[config.mk]
export PLATFORM = sky130hd
export DESIGN_NAME = serial_ripple_subtractor_flat
export DESIGN_NICKNAME = d
export VERILOG_FILES = /design/src/rtl/serial_ripple_subtractor_if.sv /design/src/rtl/serial_ripple_subtractor.sv /design/src/flat_wrapper.sv
export SDC_FILE = /design/constraint.sdc
export NUM_CORES = 1
export LEC_CHECK = 0
export CAP_MARGIN = 20
export CORE_MARGIN = 2
export CORE_UTILIZATION = 64
export CTS_CLUSTER_DIAMETER = 50
export DETAILED_ROUTE_END_ITERATION = 7
export DONT_BUFFER_PORTS = 1
export GPL_ROUTABILITY_DRIVEN = 0
export PLACE_DENSITY = 0.8
export SETUP_SLACK_MARGIN = 0.1
export SLEW_MARGIN = 40
export SYNTH_ARGS = -nofsm -noshare
export SYNTH_HDL_FRONTEND = slang
export SYNTH_SLANG_ARGS = --single-unit
[constraint.sdc]
create_clock -name clk -period 4 [get_ports clk]
set_clock_uncertainty 0.2 [all_clocks]
set_input_delay 0.2 -clock clk [delete_from_list [all_inputs] [get_ports clk]]
set_output_delay 0.2 -clock clk [all_outputs]
set_load 0.01 [all_outputs]
[src/rtl/serial_ripple_subtractor_if.sv]
// Operand/result handshake bundle for the bit-serial subtractor.
// master drives operands and accepts results; slave is the subtractor.
interface serial_ripple_subtractor_if #(
  parameter int unsigned WIDTH = 4
);
  logic             in_valid;
  logic             in_ready;
  logic [WIDTH-1:0] A;
  logic [WIDTH-1:0] B;
  logic             Bin;
  logic             out_valid;
  logic             out_ready;
  logic [WIDTH-1:0] Diff;
  logic             Borrow;
  logic             busy;

  modport master (
    output in_valid, A, B, Bin, out_ready,
    input  in_ready, out_valid, Diff, Borrow, busy
  );

  modport slave (
    input  in_valid, A, B, Bin, out_ready,
    output in_ready, out_valid, Diff, Borrow, busy
  );
endinterface

[src/rtl/serial_ripple_subtractor.sv]
// Bit-serial ripple-borrow subtractor: Diff = A - B - Bin, one bit per clock
// through a single full-subtractor cell, with valid/ready on both sides.
module serial_ripple_subtractor #(
  parameter int unsigned WIDTH = 4
) (
  input logic                      clk,
  input logic                      rst,
  serial_ripple_subtractor_if.slave bus
);
  localparam int unsigned IDX_W = $clog2(WIDTH);

  localparam logic [1:0] IDLE = 2'd0;
  localparam logic [1:0] RUN  = 2'd1;
  localparam logic [1:0] DONE = 2'd2;

  logic [1:0]       state, state_nxt;
  logic [WIDTH-1:0] a_sh, b_sh, diff_q;
  logic [IDX_W-1:0] idx;
  logic             br, borrow_q;
  logic             in_ready_q, out_valid_q, busy_q;
  logic             d_bit, br_nxt, last_bit;

  // Full-subtractor cell and FSM next-state decode
  always_comb begin
    state_nxt = state;
    d_bit     = a_sh[0] ^ b_sh[0] ^ br;
    br_nxt    = (~a_sh[0] & b_sh[0]) | (~a_sh[0] & br) | (b_sh[0] & br);
    last_bit  = (idx == IDX_W'(WIDTH - 1));
    case (state)
      IDLE:    if (bus.in_valid)  state_nxt = RUN;
      RUN:     if (last_bit)      state_nxt = DONE;
      DONE:    if (bus.out_ready) state_nxt = IDLE;
      default: state_nxt = IDLE;
    endcase
  end

  // State register; status flags are flopped from the next state
  always_ff @(posedge clk or posedge rst) begin
    if (rst) begin
      state       <= IDLE;
      in_ready_q  <= 1'b1;
      out_valid_q <= 1'b0;
      busy_q      <= 1'b0;
    end else begin
      state       <= state_nxt;
      in_ready_q  <= (state_nxt == IDLE);
      out_valid_q <= (state_nxt == DONE);
      busy_q      <= (state_nxt == RUN) || (state_nxt == DONE);
    end
  end

  // Operand shifters, borrow flop and result register
  always_ff @(posedge clk or posedge rst) begin
    if (rst) begin
      a_sh     <= '0;
      b_sh     <= '0;
      diff_q   <= '0;
      idx      <= '0;
      br       <= 1'b0;
      borrow_q <= 1'b0;
    end else begin
      case (state)
        IDLE: begin
          if (bus.in_valid) begin
            a_sh <= bus.A;
            b_sh <= bus.B;
            br   <= bus.Bin;
            idx  <= '0;
          end
        end
        RUN: begin
          a_sh   <= a_sh >> 1;
          b_sh   <= b_sh >> 1;
          br     <= br_nxt;
          diff_q <= {d_bit, diff_q[WIDTH-1:1]};
          idx    <= idx + IDX_W'(1);
          if (last_bit) borrow_q <= br_nxt;
        end
        default: ;
      endcase
    end
  end

  assign bus.in_ready  = in_ready_q;
  assign bus.out_valid = out_valid_q;
  assign bus.busy      = busy_q;
  assign bus.Diff      = diff_q;
  assign bus.Borrow    = borrow_q;
endmodule
[src/flat_wrapper.sv]
// flat-port wrapper written by rule: the top's interface ports become plain ports
module serial_ripple_subtractor_flat 
#(
  parameter int unsigned WIDTH = 4
)
  (clk, rst, bus_in_valid, bus_A, bus_B, bus_Bin, bus_out_ready, bus_in_ready, bus_out_valid, bus_Diff, bus_Borrow, bus_busy);
  serial_ripple_subtractor_if #(.WIDTH(WIDTH)) bus_i ();
  input logic clk;
  input logic rst;
  input wire logic [$bits(bus_i.in_valid)-1:0] bus_in_valid;
  input wire logic [$bits(bus_i.A)-1:0] bus_A;
  input wire logic [$bits(bus_i.B)-1:0] bus_B;
  input wire logic [$bits(bus_i.Bin)-1:0] bus_Bin;
  input wire logic [$bits(bus_i.out_ready)-1:0] bus_out_ready;
  output wire logic [$bits(bus_i.in_ready)-1:0] bus_in_ready;
  output wire logic [$bits(bus_i.out_valid)-1:0] bus_out_valid;
  output wire logic [$bits(bus_i.Diff)-1:0] bus_Diff;
  output wire logic [$bits(bus_i.Borrow)-1:0] bus_Borrow;
  output wire logic [$bits(bus_i.busy)-1:0] bus_busy;
  assign bus_i.in_valid = bus_in_valid;
  assign bus_i.A = bus_A;
  assign bus_i.B = bus_B;
  assign bus_i.Bin = bus_Bin;
  assign bus_i.out_ready = bus_out_ready;
  assign bus_in_ready = bus_i.in_ready;
  assign bus_out_valid = bus_i.out_valid;
  assign bus_Diff = bus_i.Diff;
  assign bus_Borrow = bus_i.Borrow;
  assign bus_busy = bus_i.busy;
  serial_ripple_subtractor #(.WIDTH(WIDTH)) u_core (.clk(clk), .rst(rst), .bus(bus_i));
endmodule
==> results.ini <==
[run_status]
status=completed

[grt]
grt_pass1_vias=650
grtUsageTotal_pct=20.1
grt_pass1_wl_mm=2.88
antenna_found_initial=0
gr-total-overflow=0
grt_max_degree=22

[clocking]
htree_levels=1
cts-root-buf=clkbuf_4
clock_sinks=21
cts_buffers=3
clk_latency_ns=0.29
cts.path.max_buffers=2
path_clk_slew_ns=0.12
postCtsSetupRepairBufs=0
cts_tree=yes

[finish]
synthToLayoutAreaGrowth_pct=9.31
final_nets=101
final_layout_size_suffix_gt1_share_pct=16.9
finalNonFillerCells=99
fin_util_pct=74.1
num_antenna_cells=0

[logic_synthesis]
netlist_area_mm2=0.00102
avgSynthCellArea_um2=13.6
synth_top_area_share_pct=49.0
syn_nets=92
netlist_instances=75
ys_seq_area_share_pct=51.6
ys_types=27
synth_area_leaders=dfrtp_1 (49%), o221a_2 (5.5%), or4b_1 (4.9%)
synth_largest_area_cell=dfrtp_1
ys_seq_elements=21
ys_warn_count=0

[timing]
tightest_slew_ns=0.689
hold_violations=0
finalMaxSlewViolations=0
rsz0062_at_grt=no
hold-worst-slack_ns=0.0256
maxSlewHeadroom_pct=54.1
fin_crit_sh_pct=46.4
fin_crit_ns=1.86
max_freq_mhz=539
setup_viol=0
setup_tns_ns=0

[floorplan]
dieArea_mm2=0.00193
core_area_mm2=0.00151
rows=14
start_util_pct=67.8
io_pins=21
die_h_um=43.9
die_w_um=43.9

[drt]
wire_per_inst_um=16.5
antenna_left=0
vias_per_cell=6.28
vias=622
drc=0
drt_iter0_drc=22
drt-total-wl_mm=1.63
drtPass1Iterations=4

[worst_setup_path]
critPathMaxFanout=21
path_buf_inv=0
cp.depth=3
slowest_stage=dfrtp_1
cp.required_ns=3.98
cpPeakStageDelay_ns=0.80
cp-end-kind=flip-flop
cp-start-kind=flip-flop
cp.arrival_ns=1.84
crit_family=flip-flops
reg2reg_depth=3
crit_path_cell_trace=o21ba_2 -> nand2_1 -> ha_1
path_class=flip-flop to flip-flop

[power]
ir_worst_vdd_uv=426
p_leak_uw=0.000496
p_per_area_mw_per_mm2=771
power_uw=860

[flow_run]
drv_cap=0

[worst_hold_path]
hold_path.class=input pin to flip-flop
whs_path_depth=2

[placed_design]
port_buffers=0
hpwlAfterDp_mm=1.08
dp.cells=85

## metal layers
layer	track usage (%)	vias to the layer above	wire, um
met4	5.45	0	10
met2	31.8	17	773
met3	4.17	2	66
li1	-	299	-
met1	28.3	304	779
met5	0	-	0
## cells in the mapped netlist
| library cell | n |
|---|---|
| dfstp_2 | 1 |
| o21ba_2 | 1 |
| nor2_1 | 3 |
| a21boi_1 | 1 |
| or4b_1 | 5 |
| dfrtp_1 | 20 |
| nor4bb_1 | 2 |
| o21bai_4 | 1 |
| nand3b_1 | 1 |
| mux2i_1 | 2 |
| buf_4 | 1 |
| buf_6 | 3 |
| a21oi_1 | 1 |
| nor3b_1 | 2 |
| nand2_1 | 2 |
| mux2_1 | 4 |
| and2b_1 | 1 |
| a221oi_2 | 2 |
| nor4b_1 | 2 |
| ha_1 | 3 |
| o221a_2 | 5 |
| nand2b_1 | 1 |
| a211o_1 | 2 |
| inv_1 | 4 |
| a22o_1 | 2 |
| fa_1 | 1 |
| buf_2 | 2 |
## kinds of logic (layout without fill, tap and decap cells)
group	after synthesis	after routing	synth area share, %
muxes	6	6	6.37
adders and majority gates	4	4	5.64
AOI/OAI and AO/OA	15	15	15.9
DFF	21	21	51.6
and+or+nand+nor	19	19	14.0
buffers and inverters	10	18	6.49
## per-stage QoR
| stage | cell area, um2 | worst slack (ns) |
|---|---|---|
| after CTS | 1120 | 2.16 |
| after floorplan | 1020 | 2.51 |
| after global routing | 1120 | 2.02 |
| after detailed placement | 990 | 2.17 |
| final | 1120 | 2.14 |
| after global placement | 990 | 2.22 |
## worst paths after layout
kind	start	to	slack (ns)
max in group asynchronous	rst	u_core.bus.in_ready$_DFF_PP1_	3.12
max reg2reg	u_core.state[0]$_DFF_PP0_	u_core.bus.busy$_DFF_PP0_	2.14
min reg2reg	u_core.idx[0]$_DFFE_PP0P_	u_core.idx[0]$_DFFE_PP0P_	0.30
min in group asynchronous	rst	u_core.idx[1]$_DFFE_PP0P_	0.15
max	u_core.state[0]$_DFF_PP0_	u_core.bus.busy$_DFF_PP0_	2.14
min	bus_in_valid	u_core.idx[0]$_DFFE_PP0P_	0.03
## report_power, final
part / switching [uW] / total (uW) / leakage (uW) / internal, uW
combinational: 137 / 318 / 0.000230 / 181
sequential: 125 / 443 / 0.000251 / 319
clock: 60.6 / 99.3 / 0.0000150 / 38.7
## sequential cells by signal, summed over array words and instances (netlist names)
signal / flops
u_core.a_sh: 4
u_core.bus.out_valid: 1
u_core.idx: 2
u_core.b_sh: 4
u_core.br: 1
u_core.bus.Diff: 4
u_core.bus.Borrow: 1
u_core.state: 2
u_core.bus.busy: 1
u_core.bus.in_ready: 1
## repair_timing
action	in CTS	in global routing
endpoints found under the hold margin	31	0
hold buffers	10	0
resized for setup	0	0
## layout by cell type, fill, tap and decap left out, types with 2 or more instances in the layout
cell and n:
dfrtp_1 20, dlygate4sd3_1 10, or4b_1 5, o221a_2 5, mux2_1 4, inv_1 3, nor2_1 3, ha_1 3
clkbuf_4 3, mux2i_1 2, a22o_1 2, nor4b_1 2, a221oi_2 2, nand2_1 2, nor4bb_1 2, nor3b_1 2
a211o_1 2
## layout make-up
class                   count  area [um2]
flip-flops and latches     21         527
multi-input cells          44         428
fillers                   106         390
repair buffers             10         100
clock buffers               4        26.3
well taps                  16        20.0
inverters                   4        15.0
## worst reg2reg max path: stages, from the launching register on
cell	delay, ns
dfrtp_1	0.80
o21ba_2	0.34
nand2_1	0.11
ha_1	0.30
No activity file was read; power rests on OpenSTA's default activity.
